**src/rtl/red_pitaya_iq_demod_avg_block.sv**
```systemverilog
// IQ demodulator with integrate-and-dump decimation: signal_i*sin -> I, signal_i*cos -> Q,
// summed over 2^d samples, then emitted as one rounded, saturated pair per window.
// Latency: last sample of a window registered at edge k -> valid_o high after edge k+3.
// Backpressure: none. A new sample is accepted on every clock and valid_o is a one-cycle strobe.
//
// Ports:
//   clk_i, rstn_i     clock, asynchronous active-low reset
//   signal_i          signed input sample (INBITS)
//   sin, cos          signed references for the I and Q paths (SINBITS)
//   dec_log2_i        log2 window length, clamped to MAXLOG and latched at each window start
//   sync_i            restarts the window; the sample on the same edge is the window's first
//   i_o, q_o          averaged I/Q (OUTBITS), held between dumps
//   valid_o           one-cycle pulse when i_o/q_o update
module red_pitaya_iq_demod_avg_block #(
    parameter int INBITS  = 14,
    parameter int SINBITS = 14,
    parameter int OUTBITS = 18,
    parameter int MAXLOG  = 10,
    parameter int LOGW    = 4
) (
    input  logic                      clk_i,
    input  logic                      rstn_i,
    input  logic signed [INBITS-1:0]  signal_i,
    input  logic signed [SINBITS-1:0] sin,
    input  logic signed [SINBITS-1:0] cos,
    input  logic        [LOGW-1:0]    dec_log2_i,
    input  logic                      sync_i,
    output logic signed [OUTBITS-1:0] i_o,
    output logic signed [OUTBITS-1:0] q_o,
    output logic                      valid_o
);

    localparam int PW    = SINBITS + INBITS;
    localparam int ACCW  = PW + MAXLOG;
    localparam int CW    = MAXLOG + 1;
    localparam int SBASE = PW - 1 - OUTBITS;

    localparam logic signed [ACCW:0] OMAX = {{(ACCW + 2 - OUTBITS){1'b0}}, {(OUTBITS - 1){1'b1}}};
    localparam logic signed [ACCW:0] OMIN = {{(ACCW + 2 - OUTBITS){1'b1}}, {(OUTBITS - 1){1'b0}}};

    // Stage 1: input registers. v1_q/v2_q mark real samples so the cleared
    // pipeline contents after reset are never counted into a window.
    logic signed [INBITS-1:0]  sig_q;
    logic signed [SINBITS-1:0] sin_q, cos_q;
    logic                      sync1_q, v1_q;

    // Stage 2: products
    logic signed [PW-1:0]      prod_i_q, prod_q_q, prod_i_d, prod_q_d;
    logic                      sync2_q, v2_q;

    // Stage 3: accumulators and window control
    logic signed [ACCW-1:0]    acc_i_q, acc_q_q, acc_i_d, acc_q_d;
    logic        [CW-1:0]      cnt_q, cnt_d;
    logic        [LOGW-1:0]    d_lat_q, d_lat_d;
    logic                      dump_q, dump_d;

    // Stage 4: outputs
    logic signed [OUTBITS-1:0] i_q, q_q, i_d, q_d;
    logic                      valid_q;

    // Window-control intermediates
    logic        [LOGW-1:0]    dec_clamp, d_eff;
    logic                      start;
    logic        [CW-1:0]      idx, mask;
    logic        [7:0]         s_amt;

    // Round half up at bit s-1, arithmetic shift by s, clamp to OUTBITS.
    function automatic logic signed [OUTBITS-1:0] round_sat(input logic signed [ACCW-1:0] a,
                                                            input logic [7:0] s);
        logic signed [ACCW:0] ext;
        logic signed [ACCW:0] half;
        logic signed [ACCW:0] shf;
        ext  = {a[ACCW-1], a};
        half = '0;
        if (s != 8'd0) begin
            half = (ACCW + 1)'(1) << (s - 8'd1);
        end
        shf = (ext + half) >>> s;
        if (shf > OMAX) begin
            round_sat = OMAX[OUTBITS-1:0];
        end else if (shf < OMIN) begin
            round_sat = OMIN[OUTBITS-1:0];
        end else begin
            round_sat = shf[OUTBITS-1:0];
        end
    endfunction

    always_comb begin
        logic signed [PW-1:0] sig_x, sin_x, cos_x;
        sig_x    = {{SINBITS{sig_q[INBITS-1]}}, sig_q};
        sin_x    = {{INBITS{sin_q[SINBITS-1]}}, sin_q};
        cos_x    = {{INBITS{cos_q[SINBITS-1]}}, cos_q};
        prod_i_d = sig_x * sin_x;
        prod_q_d = sig_x * cos_x;
    end

    always_comb begin
        dec_clamp = (dec_log2_i > LOGW'(MAXLOG)) ? LOGW'(MAXLOG) : dec_log2_i;
        start     = sync2_q || (cnt_q == '0);
        d_eff     = start ? dec_clamp : d_lat_q;
        idx       = start ? '0 : cnt_q;
        mask      = (CW'(1) << d_eff) - CW'(1);

        acc_i_d = acc_i_q;
        acc_q_d = acc_q_q;
        cnt_d   = cnt_q;
        d_lat_d = d_lat_q;
        dump_d  = 1'b0;
        if (v2_q) begin
            if (start) begin
                acc_i_d = {{MAXLOG{prod_i_q[PW-1]}}, prod_i_q};
                acc_q_d = {{MAXLOG{prod_q_q[PW-1]}}, prod_q_q};
            end else begin
                acc_i_d = acc_i_q + {{MAXLOG{prod_i_q[PW-1]}}, prod_i_q};
                acc_q_d = acc_q_q + {{MAXLOG{prod_q_q[PW-1]}}, prod_q_q};
            end
            d_lat_d = d_eff;
            dump_d  = (idx == mask);
            cnt_d   = (idx == mask) ? '0 : idx + CW'(1);
        end
    end

    // d_lat_q here still belongs to the window being dumped; a window starting
    // on this same edge only updates it for the next dump.
    always_comb begin
        s_amt = 8'(d_lat_q) + 8'(SBASE);
        i_d   = i_q;
        q_d   = q_q;
        if (dump_q) begin
            i_d = round_sat(acc_i_q, s_amt);
            q_d = round_sat(acc_q_q, s_amt);
        end
    end

    always_ff @(posedge clk_i or negedge rstn_i) begin
        if (!rstn_i) begin
            sig_q    <= '0;
            sin_q    <= '0;
            cos_q    <= '0;
            sync1_q  <= 1'b0;
            v1_q     <= 1'b0;
            prod_i_q <= '0;
            prod_q_q <= '0;
            sync2_q  <= 1'b0;
            v2_q     <= 1'b0;
            acc_i_q  <= '0;
            acc_q_q  <= '0;
            cnt_q    <= '0;
            d_lat_q  <= '0;
            dump_q   <= 1'b0;
            i_q      <= '0;
            q_q      <= '0;
            valid_q  <= 1'b0;
        end else begin
            sig_q    <= signal_i;
            sin_q    <= sin;
            cos_q    <= cos;
            sync1_q  <= sync_i;
            v1_q     <= 1'b1;
            prod_i_q <= prod_i_d;
            prod_q_q <= prod_q_d;
            sync2_q  <= sync1_q;
            v2_q     <= v1_q;
            acc_i_q  <= acc_i_d;
            acc_q_q  <= acc_q_d;
            cnt_q    <= cnt_d;
            d_lat_q  <= d_lat_d;
            dump_q   <= dump_d;
            i_q      <= i_d;
            q_q      <= q_d;
            valid_q  <= dump_q;
        end
    end

    assign i_o     = i_q;
    assign q_o     = q_q;
    assign valid_o = valid_q;

endmodule
```
**config.mk**
```make
export PLATFORM = sky130hd
export DESIGN_NAME = red_pitaya_iq_demod_avg_block
export DESIGN_NICKNAME = d
export VERILOG_FILES = /design/src/rtl/red_pitaya_iq_demod_avg_block.sv
export SDC_FILE = /design/constraint.sdc
export NUM_CORES = 2
export LEC_CHECK = 0
export ABC_AREA = 1
export BUFFER_PORTS_ARGS = -buffer_cell sky130_fd_sc_hd__buf_2
export CAP_MARGIN = 20
export CORE_ASPECT_RATIO = 0.8
export CORE_MARGIN = 3
export CORE_UTILIZATION = 30
export DETAILED_ROUTE_END_ITERATION = 10
export GPL_ROUTABILITY_DRIVEN = 1
export PLACE_DENSITY = 0.41
export SYNTH_ARGS = -nofsm -noshare
export SYNTH_HDL_FRONTEND = slang
export SYNTH_SLANG_ARGS = --single-unit
```
**constraint.sdc**
```tcl
create_clock -name clk_i -period 8.64 [get_ports clk_i]
set_input_delay 0.432 -clock clk_i [delete_from_list [all_inputs] [get_ports clk_i]]
set_output_delay 0.432 -clock clk_i [all_outputs]
set_load 0.005 [all_outputs]
```
Word level (Yosys, flattened, before mapping)
Cells that the tools add are included.
{"block": "classes", "eq_ne": 1, "magnitude_cmp": 5, "multipliers": 2, "add_sub_neg": 8, "shift": 4, "n_reduce_logical": 3, "n_mux": 13}
{"cell": "adder 38 x 39 -> 39 bit", "n": 2}
{"cell": "greater-than comparator 39 x 18 -> 1 bit (second input constant)", "n": 2}
{"cell": "less-than comparator 39 x 18 -> 1 bit (second input constant)", "n": 2}
{"cell": "two-way mux 39 bit", "n": 2}
{"cell": ">>> shifter 39 x 5 -> 39 bit", "n": 2}
{"cell": "adder 38 bit", "n": 2}
{"cell": "two-way mux 38 bit", "n": 2}
{"cell": "two-way mux 18 bit", "n": 4}
{"cell": "multiplier 14 x 14 -> 28 bit", "n": 2}
{"cell": "<< shifter 1 x 8 -> 39 bit (first input constant)", "n": 1}
{"cell": "two-way mux 11 bit", "n": 2}
{"cell": "adder 11 x 1 -> 11 bit (second input constant)", "n": 1}
{"cell": "== test 11 bit", "n": 1}
{"cell": "logical NOT 11 bit", "n": 1}
{"cell": "<< shifter 1 x 4 -> 11 bit (first input constant)", "n": 1}
{"cell": "subtractor 11 x 2 -> 11 bit (second input constant)", "n": 1}
{"cell": "two-way mux 4 bit", "n": 2}
{"cell": "nonzero test 8 bit", "n": 1}
{"cell": "subtractor 5 x 1 -> 6 bit (second input constant)", "n": 1}
{"cell": "adder 4 x 4 -> 5 bit (second input constant)", "n": 1}
{"cell": "greater-than comparator 4 bit (second input constant)", "n": 1}
{"cell": "logical OR 1 bit", "n": 1}
{"cell": "two-way mux 1 bit", "n": 1}
{"block": "word_totals", "inputBits": 49, "out_inout_bits": 37, "ff_bits": 231}

Logic depth before layout (Yosys ltp)
{"block": "logic_depth", "depth_word": 10, "depth_mapped": 47, "ltp_nobuf": 44}

Worst setup path after synthesis
No wires, ideal clock.
{"block": "synth_timing", "kind": "reg-to-reg", "from": "reg sig_q[8]", "to": "reg prod_q_q[27]", "setup_slack_ns": 2.312, "required_time_ns": 8.561, "stages_incl_launch_ff": 31, "arrival_ns": 6.248, "cell_sequence": "dfrtp_1 -> clkbuf_1 -> clkbuf_1 -> nand2_1 -> fa_1 -> inv_1 -> fa_1 -> inv_1 -> fa_1 -> inv_1 -> fa_1 -> fa_1 -> fa_1 -> ha_1 -> a21oi_1 -> o21ai_0 -> a21oi_1 -> inv_1 -> a21oi_1 -> o21ai_0 -> a21o_1 -> a21oi_1 -> nor2_1 -> nor2_1 -> o21ai_0 -> nand3_1 -> nand2_1 -> a21oi_1 -> nor2_1 -> nor2_1 -> xor2_1"}
{"block": "synth_between", "elab_chain_len": 1}
{"item": "start: declaration", "line_no": "43", "text": "logic signed [INBITS-1:0] sig_q;"}
{"item": "start signal: assignment", "line_no": "155", "text": "sig_q <= signal_i;"}
{"item": "multiplier 14 x 14 -> 28 bit", "line_no": "94", "text": "prod_q_d = sig_x * cos_x;"}
{"item": "named net prod_q_d[27]", "line_no": "48", "text": "logic signed [PW-1:0] prod_i_q, prod_q_q, prod_i_d, prod_q_d;"}
{"item": "end signal: assignment", "line_no": "161", "text": "prod_q_q <= prod_q_d;"}
{"item": "end: declaration", "line_no": "48"}
The timed path passes the listed nets, and every way through them passes these cells.
A chain may end at the register's enable or synchronous reset.

Worst setup path in the final report
{"block": "layout_timing", "from": "reg sig_q[7]", "to": "reg prod_i_q[27]"}
{"block": "layout_between", "elab_chain_len": 1}
{"item": "multiplier 14 x 14 -> 28 bit", "line_no": "93", "text": "prod_i_d = sig_x * sin_x;"}
{"item": "named net prod_i_d[27]", "line_no": "48"}
{"item": "end signal: assignment", "line_no": "160", "text": "prod_i_q <= prod_i_d;"}
{"item": "end: declaration", "line_no": "48"}
The timed path passes the listed nets, and every way through them passes these cells.

==> impl_metrics.toml <==
[status]
status = "finished, final reports clean"

[timing]
rsz0062_at_grt = "no"
setup_viol = 0
finalHoldViolCount = 0
fmax_mhz = 141
fin_crit_sh_pct = 82.0
fin_worst_skew_ns = 0.0160
min_period_ns = 7.08
worst_slew_pin_slew_ns = 0.988
slew_violations = 0
max_slew_margin_pct = 34.1
setup_tns_ns = 0

[synthesis]
syn-instance-count = 5109
yosysSeqAreaShare_pct = 15.9
synthTopCellsByArea = "fa_1, dfrtp_1, nand2_1"
avgSynthCellArea_um2 = 7.10
synth.ff_latch_count = 231
synth_top_cell_by_area = "fa_1"
synth_area_mm2 = 0.0363
yosysTopAreaCellShare_pct = 21.7
synth.distinct_cells = 58
yosysWarnings = 0

[detailed_routing]
initialDrtViolationCount = 1959
routed_via_density = 4.77
ant_nets = 0
first_pass_iters = 6
vias = 32300
drc = 0
avgRoutedWirePerCell_um = 17.3
wirelength_um = 117000

[floorplanning]
initial_core_util_pct = 30.4
die_area_mm2 = 0.125
num_io_pins = 86
placementRows = 113
die_x_um = 395
die_h_um = 317
core_area_mm2 = 0.119

[global_route]
grt_pass1_vias = 33500
grtUsageTotal_pct = 19.2
grt_overflow = 0
grt_pass1_wl_um = 191000
grt_max_degree = 85
antenna_found_initial = 2

[worst_hold_path]
holdPathEnd = "v2_q"
worstHoldPathType = "flip-flop to flip-flop"
min_from = "v1_q"
min_path_cells = 0

[final_layout]
area_growth_pct = 10.0
layout-drive-gt1-share_pct = 5.24
final_nets = 5860
instances_no_fill = 6770
fill_cells = 13100

[power_and_ir_drop]
powerDensity_mw_per_mm2 = 434
peakVddDrop_uv = 365
p_leak_nw = 20.7

[placed_design]
port_buffers = 85
dpl.hpwl_um = 95400
gp_congestion = 0.887
dpl.cell_count = 6663

[clock_network]
root_buffer = "clkbuf_16"
cts.sinks = 231
clk_pin_slew_worst_paths_ns = 0.06
clockBufferDepth = 3
insertion_delay_ns = 0.59
cts_tree = "yes"
htreeDepth = 2
postCtsSetupRepairBufs = 0
numCtsBuffers = 34

[worst_setup_path]
cp_max_fo = 20
rr_worst_depth = 24
start_kind = "flip-flop"
critPathKind = "flip-flop to flip-flop"
required_ns = 9.10
r2r_slack_ns = 1.56
r2r_start = "sig_q[7]"
end_kind = "flip-flop"
cp.arrival_ns = 7.54
worstReg2RegEnd = "prod_i_q[27]"

[job]
drv_cap = 0
==> per-stage QoR <==
stage	hold slack [ns]	total power, mW	cell area (µm²)	util [%]	setup slack (ns)
after floorplan	0.136	12.6	36300	-	2.31
after global placement	0.332	16.1	38300	32.1	1.55
after detailed placement	0.336	16.0	38300	32.1	1.51
after CTS	0.348	17.7	39900	33.5	1.48
after global routing	0.357	19.8	39900	33.5	1.01
final	0.348	17.4	39900	33.5	1.56
==> cells in the mapped netlist (all sizes together) <==
master and instances:
a2111oi 1, a211o 1, a211oi 7, a21boi 7
a21o 9, a21oi 294, a221oi 4, a31o 1
a31oi 44, and2 1, and3 2, buf 59
clkbuf 133, conb 2, dfrtp 231, fa 394
ha 284, inv 807, mux2i 5, nand2 1501
nand3 402, nand3b 12, nand4 36, nor2 282
nor3 22, nor3b 1, nor4 11, o211ai 48
o21a 19, o21ai 250, o21bai 11, o221a 2
o221ai 4, o22a 1, o22ai 20, o311ai 2
o31ai 4, or2 11, or3b 1, xnor2 71
xor2 112
==> worst max-delay path by stage <==
| stage | start | endpoint | depth (start not counted) |
|---|---|---|---|
| 5_1_grt | sig_q[8] | prod_i_q[27] | 24 |
| 6_report | sig_q[7] | prod_i_q[27] | 24 |
| 3_3_place_gp | sig_q[8] | prod_i_q[27] | 24 |
| 2_1_floorplan | sig_q[8] | prod_q_q[27] | 30 |
| 4_1_cts | sig_q[8] | prod_i_q[27] | 24 |
| 3_5_place_dp | sig_q[8] | prod_i_q[27] | 24 |
==> cell type report <==
cell class	instances	area [µm²]	area share [%]
diodes	3	7.51	0.0188
clock buffers	47	1020	2.56
clock inverters	13	158	0.395
inverters	807	3030	7.59
multi-input cells	3890	26700	67.0
flip-flops and latches	231	5790	14.5
well taps	1610	2010	5.04
repair buffers	169	1180	2.94
==> cells in the final DEF, fill, tap and decap left out, types with 22 or more instances in the layout <==
master         Yosys  layout
nand2_1         1477    1475
inv_1            792     791
fa_1             394     394
nand3_1          393     393
a21oi_1          294     294
ha_1             284     283
nor2_1           274     274
o21ai_0          236     236
dfrtp_1          231     229
xor2_1           112     112
buf_2             20      84
xnor2_1           71      71
o211ai_1          48      48
a31oi_1           44      44
dlygate4sd3_1      0      44
buf_4              4      40
clkbuf_16          0      35
nand4_1           33      33
nand2_2           20      22
==> sequential cells by signal, indices dropped and copies added, names as in the netlist, 4 cells and up <==
signal / count
sin_q: 14
i_o: 18
q_o: 18
sig_q: 14
acc_i_q: 38
cos_q: 14
d_lat_q: 4
prod_i_q: 28
cnt_q: 11
prod_q_q: 28
acc_q_q: 38
==> per-layer routing <==
metal / GRT usage [%] / vias up / share of wire (%)
li1: - / 16300 / -
met1: 28.3 / 15500 / 51
met2: 30.5 / 509 / 43
met3: 2.52 / 71 / 4.5
met4: 2.94 / 4 / 1.2
met5: 0 / - / 0.019
==> kinds of logic after synthesis <==
logic type / after synthesis / synth area share (%)
AOI/OAI and AO/OA: 729 / 11.2
buffers and inverters: 999 / 10.5
xor gates and xnor gates: 183 / 4.42
other: 2 / 0.0207
DFF: 231 / 15.9
muxes: 5 / 0.138
adders and majority gates: 678 / 31.5
and+or+nand+nor: 2282 / 26.2
==> timing repair <==
action                    CTS  global route
gates resized for setup     0             0
hold endpoints to repair  114             0
hold buffers               44             0
==> critical path, cell delays in order, from the launching register on <==
cell	delay (ns)
dfrtp_1	0.99
nand2_1	0.18
fa_1	0.58
inv_1	0.05
fa_1	0.45
fa_1	0.52
inv_1	0.06
fa_1	0.49
fa_1	0.49
inv_1	0.05
fa_1	0.43
ha_1	0.36
nand2_1	0.07
o21ai_0	0.36
a31oi_1	0.25
o21ai_0	0.32
a21oi_1	0.10
o21bai_1	0.21
a21o_1	0.14
a21oi_1	0.09
o21ai_0	0.28
nand3_1	0.16
nor2_1	0.12
nor2_1	0.05
xor2_1	0.14
==> report_power, final <==
| part | internal [mW] | switching, mW |
|---|---|---|
| Sequential | 1.57 | 0.459 |
| Clock | 0.892 | 0.617 |
| Combinational | 5.38 | 8.43 |
Power figures use the tool's default switching activity.
